**config.mk**
```make
export PLATFORM = sky130hd
export DESIGN_NAME = switch_matrix_ctrl
export DESIGN_NICKNAME = d
export VERILOG_FILES = /design/src/rtl/switch_matrix_ctrl_pkg.sv /design/src/rtl/switch_matrix_ctrl_phase_timer.sv /design/src/rtl/switch_matrix_ctrl.sv
export SDC_FILE = /design/constraint.sdc
export NUM_CORES = 1
export LEC_CHECK = 0
export BUFFER_PORTS_ARGS = -buffer_cell sky130_fd_sc_hd__buf_2
export CAP_MARGIN = 20
export CORE_ASPECT_RATIO = 1.75
export CORE_MARGIN = 2
export CORE_UTILIZATION = 51
export DETAILED_ROUTE_END_ITERATION = 7
export PLACE_DENSITY_LB_ADDON = 0.08
export SLEW_MARGIN = 10
export SYNTH_ARGS = -nofsm -noshare
export SYNTH_HDL_FRONTEND = slang
export SYNTH_SLANG_ARGS = --single-unit
```
**constraint.sdc**
```tcl
create_clock -name clk -period 1.83 [get_ports clk]
set_input_delay 0.183 -clock clk [delete_from_list [all_inputs] [get_ports clk]]
set_output_delay 0.183 -clock clk [all_outputs]
set_load 0.02 [all_outputs]
```
**src/rtl/switch_matrix_ctrl_pkg.sv**
```systemverilog
// Shared definitions for the crosspoint switch controller: opcodes, FSM states, helpers.
// Latency: n/a (declarations only).
// Backpressure: n/a.
package switch_matrix_ctrl_pkg;

    localparam logic [3:0] OP_CONNECT          = 4'd1;
    localparam logic [3:0] OP_DISCONNECT       = 4'd2;
    localparam logic [3:0] OP_RESET            = 4'd3;
    localparam logic [3:0] OP_BCAST_CONNECT    = 4'd4;
    localparam logic [3:0] OP_BCAST_DISCONNECT = 4'd5;

    typedef enum logic [2:0] {
        ST_IDLE  = 3'd0,
        ST_SETUP = 3'd1,
        ST_STRB  = 3'd2,
        ST_HOLD  = 3'd3,
        ST_RSTP  = 3'd4,
        ST_DONE  = 3'd5
    } state_t;

    // Largest of the four phase lengths; sizes the shared phase counter.
    function automatic int max_of4(input int a, input int b, input int c, input int d);
        int m;
        m = a;
        if (b > m) m = b;
        if (c > m) m = c;
        if (d > m) m = d;
        return m;
    endfunction

endpackage

```
**src/rtl/switch_matrix_ctrl_phase_timer.sv**
```systemverilog
// Loadable down-counter; done is high while the count sits at 1 (last cycle of a phase).
// Latency: load takes effect on the next edge; done is combinational from the count.
// Backpressure: none; counts every cycle until it reaches zero and then stays there.
// Ports: clk, rst (sync, active high), load/load_val (reload), done (phase ends this cycle).
module switch_matrix_ctrl_phase_timer #(
    parameter int CW = 4
) (
    input  logic          clk,
    input  logic          rst,
    input  logic          load,
    input  logic [CW-1:0] load_val,
    output logic          done
);

    logic [CW-1:0] count;

    always_ff @(posedge clk) begin
        if (rst) begin
            count <= '0;
        end else if (load) begin
            count <= load_val;
        end else if (count != '0) begin
            count <= count - CW'(1);
        end
    end

    assign done = (count == CW'(1));

endmodule

```
**src/rtl/switch_matrix_ctrl.sv**
```systemverilog
// Drives N_CHIP crosspoint chips over a shared AX/AY/DATA/STROBE bus with per-chip CS_N/RESET_N.
// Latency: rdy at SETUP+STROBE+HOLD+1 cycles after cs for writes, RESET_CYC+1 for reset, 1 for rejects.
// Backpressure: none; cs while busy or finishing is dropped (no queue), host waits for rdy.
// Ports: clk, rst (sync, active high); cs/op/addr/data_in command in; rdy/busy/err status out;
//        CS_N/RESET_N per chip (active low); AX/AY/DATA/STROBE shared chip bus (STROBE active low).
module switch_matrix_ctrl
    import switch_matrix_ctrl_pkg::*;
#(
    parameter int N_CHIP     = 6,
    parameter int SETUP_CYC  = 2,
    parameter int STROBE_CYC = 4,
    parameter int HOLD_CYC   = 2,
    parameter int RESET_CYC  = 8
) (
    input  logic              clk,
    input  logic              rst,
    input  logic              cs,
    input  logic [3:0]        op,
    input  logic [7:0]        addr,
    input  logic [15:0]       data_in,
    output logic              rdy,
    output logic              busy,
    output logic              err,
    output logic [N_CHIP-1:0] CS_N,
    output logic [N_CHIP-1:0] RESET_N,
    output logic [3:0]        AX,
    output logic [2:0]        AY,
    output logic              STROBE,
    output logic              DATA
);

    localparam int CW = $clog2(max_of4(SETUP_CYC, STROBE_CYC, HOLD_CYC, RESET_CYC) + 1);

    generate
        if (N_CHIP < 1 || N_CHIP > 16 || SETUP_CYC < 1 || STROBE_CYC < 1 ||
            HOLD_CYC < 1 || RESET_CYC < 1) begin : g_bad_param
            $fatal(1, "switch_matrix_ctrl: N_CHIP must be 1..16 and all phase lengths >= 1");
        end
    endgenerate

    state_t            state;
    logic [15:0]       one_hot;
    logic [N_CHIP-1:0] cmd_mask;
    logic              cmd_legal;
    logic              cmd_ok;
    logic              cmd_write;
    logic              cmd_close;
    logic              tmr_load;
    logic [CW-1:0]     tmr_val;
    logic              tmr_done;
    logic              unused_bits;

    // addr[7] and mask bits beyond N_CHIP are don't-care by definition.
    assign unused_bits = ^{addr[7], data_in};

    // Command decode. A single-chip index >= N_CHIP lands outside cmd_mask, so
    // "bad index" and "empty mask" both reduce to cmd_mask == 0.
    always_comb begin
        one_hot   = 16'h0001 << data_in[3:0];
        cmd_mask  = '0;
        cmd_legal = 1'b0;
        cmd_write = 1'b0;
        cmd_close = 1'b0;
        case (op)
            OP_CONNECT, OP_DISCONNECT: begin
                cmd_mask  = one_hot[N_CHIP-1:0];
                cmd_legal = 1'b1;
                cmd_write = 1'b1;
                cmd_close = (op == OP_CONNECT);
            end
            OP_BCAST_CONNECT, OP_BCAST_DISCONNECT: begin
                cmd_mask  = data_in[N_CHIP-1:0];
                cmd_legal = 1'b1;
                cmd_write = 1'b1;
                cmd_close = (op == OP_BCAST_CONNECT);
            end
            OP_RESET: begin
                cmd_mask  = data_in[N_CHIP-1:0];
                cmd_legal = 1'b1;
            end
            default: ;
        endcase
        cmd_ok = cmd_legal && (|cmd_mask);
    end

    // Timer reload on every phase entry; HOLD and RSTP are the last timed phases,
    // so nothing reloads when they end.
    always_comb begin
        tmr_load = 1'b0;
        tmr_val  = '0;
        case (state)
            ST_IDLE: begin
                if (cs && cmd_ok) begin
                    tmr_load = 1'b1;
                    tmr_val  = cmd_write ? CW'(SETUP_CYC) : CW'(RESET_CYC);
                end
            end
            ST_SETUP: begin
                if (tmr_done) begin
                    tmr_load = 1'b1;
                    tmr_val  = CW'(STROBE_CYC);
                end
            end
            ST_STRB: begin
                if (tmr_done) begin
                    tmr_load = 1'b1;
                    tmr_val  = CW'(HOLD_CYC);
                end
            end
            default: ;
        endcase
    end

    switch_matrix_ctrl_phase_timer #(
        .CW (CW)
    ) u_timer (
        .clk      (clk),
        .rst      (rst),
        .load     (tmr_load),
        .load_val (tmr_val),
        .done     (tmr_done)
    );

    always_ff @(posedge clk) begin
        if (rst) begin
            state   <= ST_IDLE;
            CS_N    <= '1;
            RESET_N <= '1;
            AX      <= '0;
            AY      <= '0;
            STROBE  <= 1'b1;
            DATA    <= 1'b0;
            rdy     <= 1'b0;
            busy    <= 1'b0;
            err     <= 1'b0;
        end else begin
            rdy <= 1'b0;
            case (state)
                ST_IDLE: begin
                    if (cs) begin
                        if (!cmd_ok) begin
                            // Rejected: report immediately, touch no chip pins.
                            err   <= 1'b1;
                            rdy   <= 1'b1;
                            state <= ST_DONE;
                        end else begin
                            err  <= 1'b0;
                            busy <= 1'b1;
                            if (cmd_write) begin
                                CS_N  <= ~cmd_mask;
                                AX    <= addr[3:0];
                                AY    <= addr[6:4];
                                DATA  <= cmd_close;
                                state <= ST_SETUP;
                            end else begin
                                RESET_N <= ~cmd_mask;
                                state   <= ST_RSTP;
                            end
                        end
                    end
                end
                ST_SETUP: begin
                    if (tmr_done) begin
                        STROBE <= 1'b0;
                        state  <= ST_STRB;
                    end
                end
                ST_STRB: begin
                    if (tmr_done) begin
                        STROBE <= 1'b1;
                        state  <= ST_HOLD;
                    end
                end
                ST_HOLD: begin
                    if (tmr_done) begin
                        CS_N  <= '1;
                        rdy   <= 1'b1;
                        state <= ST_DONE;
                    end
                end
                ST_RSTP: begin
                    if (tmr_done) begin
                        RESET_N <= '1;
                        rdy     <= 1'b1;
                        state   <= ST_DONE;
                    end
                end
                ST_DONE: begin
                    // busy covers the rdy cycle, drops here; cs in this cycle is ignored.
                    busy  <= 1'b0;
                    state <= ST_IDLE;
                end
                default: state <= ST_IDLE;
            endcase
        end
    end

endmodule

```
==> flow_summary.json <==
{
  "end_kind": "flip-flop",
  "drc": 0,
  "ios": 55,
  "syn_area_mm2": 0.00186,
  "multi_input_area_mm2": 0.00112,
  "die-area_mm2": 0.00417,
  "clk_pin_slew_ps": 70,
  "cts_inserted_buffers": 5,
  "h-tree-depth": 2,
  "p_leak_nw": 0.898,
  "synth_seq_cells": 31,
  "post-route-period-util": 0.956,
  "slew_headroom": 0.673,
  "synth_area_leaders": "dfxtp_1, nand3_1, nor2_1",
  "finish.net_count": 291,
  "hpwl_um": 3240,
  "cts_buffer_depth": 2,
  "initial_core_util": 0.523,
  "insertion_delay_ps": 280,
  "maxCapViolations": 0,
  "synth-edff-count": 0,
  "grt_pass1_wl_um": 7150,
  "avgRoutedWirePerCell_um": 14.4,
  "synth.most_common_cell": "dfxtp_1",
  "hold_class": "primary input to flip-flop",
  "antenna_cells": 0,
  "cp.arrival_ps": 1940,
  "drtPass1Iterations": 4,
  "synth_ff_type": "dfxtp_1",
  "yosys.area.top_type": "dfxtp_1",
  "initialDrtViolationCount": 23,
  "die_w_um": 49.7,
  "area_delta_synth_final_pct": 22.7,
  "drt.antenna.violating_nets": 0,
  "peakVddDrop_v": 0.000540,
  "worstMarginPinSlew_ps": 490,
  "wirelength_um": 4370,
  "crit_required_ps": 2020,
  "finalPower_mw": 2.33,
  "grt_max_degree": 23,
  "fillers": 343,
  "clock_skew_ps": 4.81,
  "synthCells": 208,
  "fin_setup_tns_ps": 0,
  "status": "finished, final reports clean",
  "ctsRootBufferMaster": "clkbuf_8",
  "yosysWarnings": 0,
  "register_area_um2": 621,
  "viasPerCell": 5.54,
  "crit_fanout": 4,
  "ys_types": 54,
  "crit_type": "flip-flop to flip-flop",
  "track_usage": 0.220,
  "rows": 29,
  "vias": 1685,
  "max_clock_freq_mhz": 571,
  "dieHeight_um": 83.9,
  "cts_tree": "done",
  "drive_gt1_frac": 0.399,
  "setup_viol": 0,
  "syn_nets": 242,
  "placed_area_mm2": 0.00215,
  "power_density_mw_per_mm2": 1020,
  "gp_congestion": 0.774,
  "fin_crit_ps": 1750,
  "synthTopCellsByCount": "dfxtp_1, nor2_1, nand3_1, nand2_1, o21ai_2",
  "async_reset_ff_frac": 0,
  "clkSinkCount": 31,
  "io_buffers": 43,
  "finalMaxSlewViolations": 0,
  "yosysSeqAreaShare": 0.334,
  "hold_slack_ps": 139,
  "hold_viol": 0,
  "grt_pass1_vias": 1550,
  "cp-start-kind": "flip-flop",
  "netlist.area_leader.share": 0.334,
  "avgSynthCellArea_um2": 8.94,
  "antenna_found_initial": 0,
  "fin_area_mm2": 0.00228,
  "grt_overflow": 0,
  "final_core_util": 0.642,
  "core-area_mm2": 0.00356
}
-- layer usage --
metal	wire, um	global-route usage	vias up
li1	-	-	854
met4	107	0.0909	0
met2	2300	0.388	36
met1	1780	0.249	786
met3	180	0.0448	9
met5	0	0	-
-- cells in the final DEF (no fill, tap or decap), drive strengths merged, types with 2 or more instances in the layout --
cell and instances:
a22oi 3, nand2 13, inv 5, a21oi 15, mux2i 8, a31o 2
a221oi 2, nor3 4, ha 3, nand3 22, nor3b 3, nor2b 2
and3 2, buf 55, xnor2 5, nor4b 4, clkbuf 6, dfxtp 31
a32oi 4, nand2b 2, nor2 29, o21ai 21
-- kinds of logic after synthesis --
kind of cell,Yosys count,share of synthesized area
compound gates,53,0.233
xor+xnor,6,0.0282
fa+ha+maj,3,0.0202
buf+inv,18,0.0679
flops,31,0.334
mux,8,0.0430
simple gates,89,0.274
-- sequential cells by signal (all words and copies together), names as in the netlist --
name           count
STROBE             1
AY                 3
AX                 4
RESET_N            6
state              3
err                1
CS_N               6
u_timer.count      4
rdy                1
busy               1
DATA               1
-- final timing paths --
kind                     from                to  slack [ps]  depth (start not counted)
max          u_timer.count[1]  u_timer.count[2]          80                          7
min reg2reg             AX[1]             AX[1]         460                          2
min                   addr[5]             AY[1]         140                          3
max reg2reg  u_timer.count[1]  u_timer.count[2]          80                          7
-- worst max-delay path, cell delays in order (launching register included) --
cell and delay (ps):
dfxtp_1 330, inv_2 80, ha_2 180, or4b_4 460, nor2_2 140, buf_4 150
a21oi_4 50, a221oi_2 260
-- timing repair --
action | 4_1_cts | 5_1_grt
gates resized for setup | 0 | 5
endpoints found under the setup margin | 0 | 5
hold buffers | 0 | 0
buffers inserted | 0 | 0
-- report_power, final --
group / total (mW) / internal (mW) / switching, mW
Sequential: 0.812 / 0.743 / 0.0688
Combinational: 0.816 / 0.364 / 0.452
Clock: 0.699 / 0.440 / 0.259
-- cell type report --
class,instances,share of cell area
Inverter,5,0.00822
Multi-Input combinational cell,159,0.493
Timing Repair Buffer,55,0.150
Clock buffer,6,0.0362
Sequential cell,31,0.272
Tap cell,46,0.0252
Clock inverter,2,0.0154
-- through the flow --
stage | setup slack (ps) | cells
floorplan | 198 | 208
global placement | 110 | 296
detailed placement | 81.6 | 296
CTS | 19.4 | 304
global route | -2.00 | 304
finish | 80.1 | 304
(Power assumes the default switching activity.)
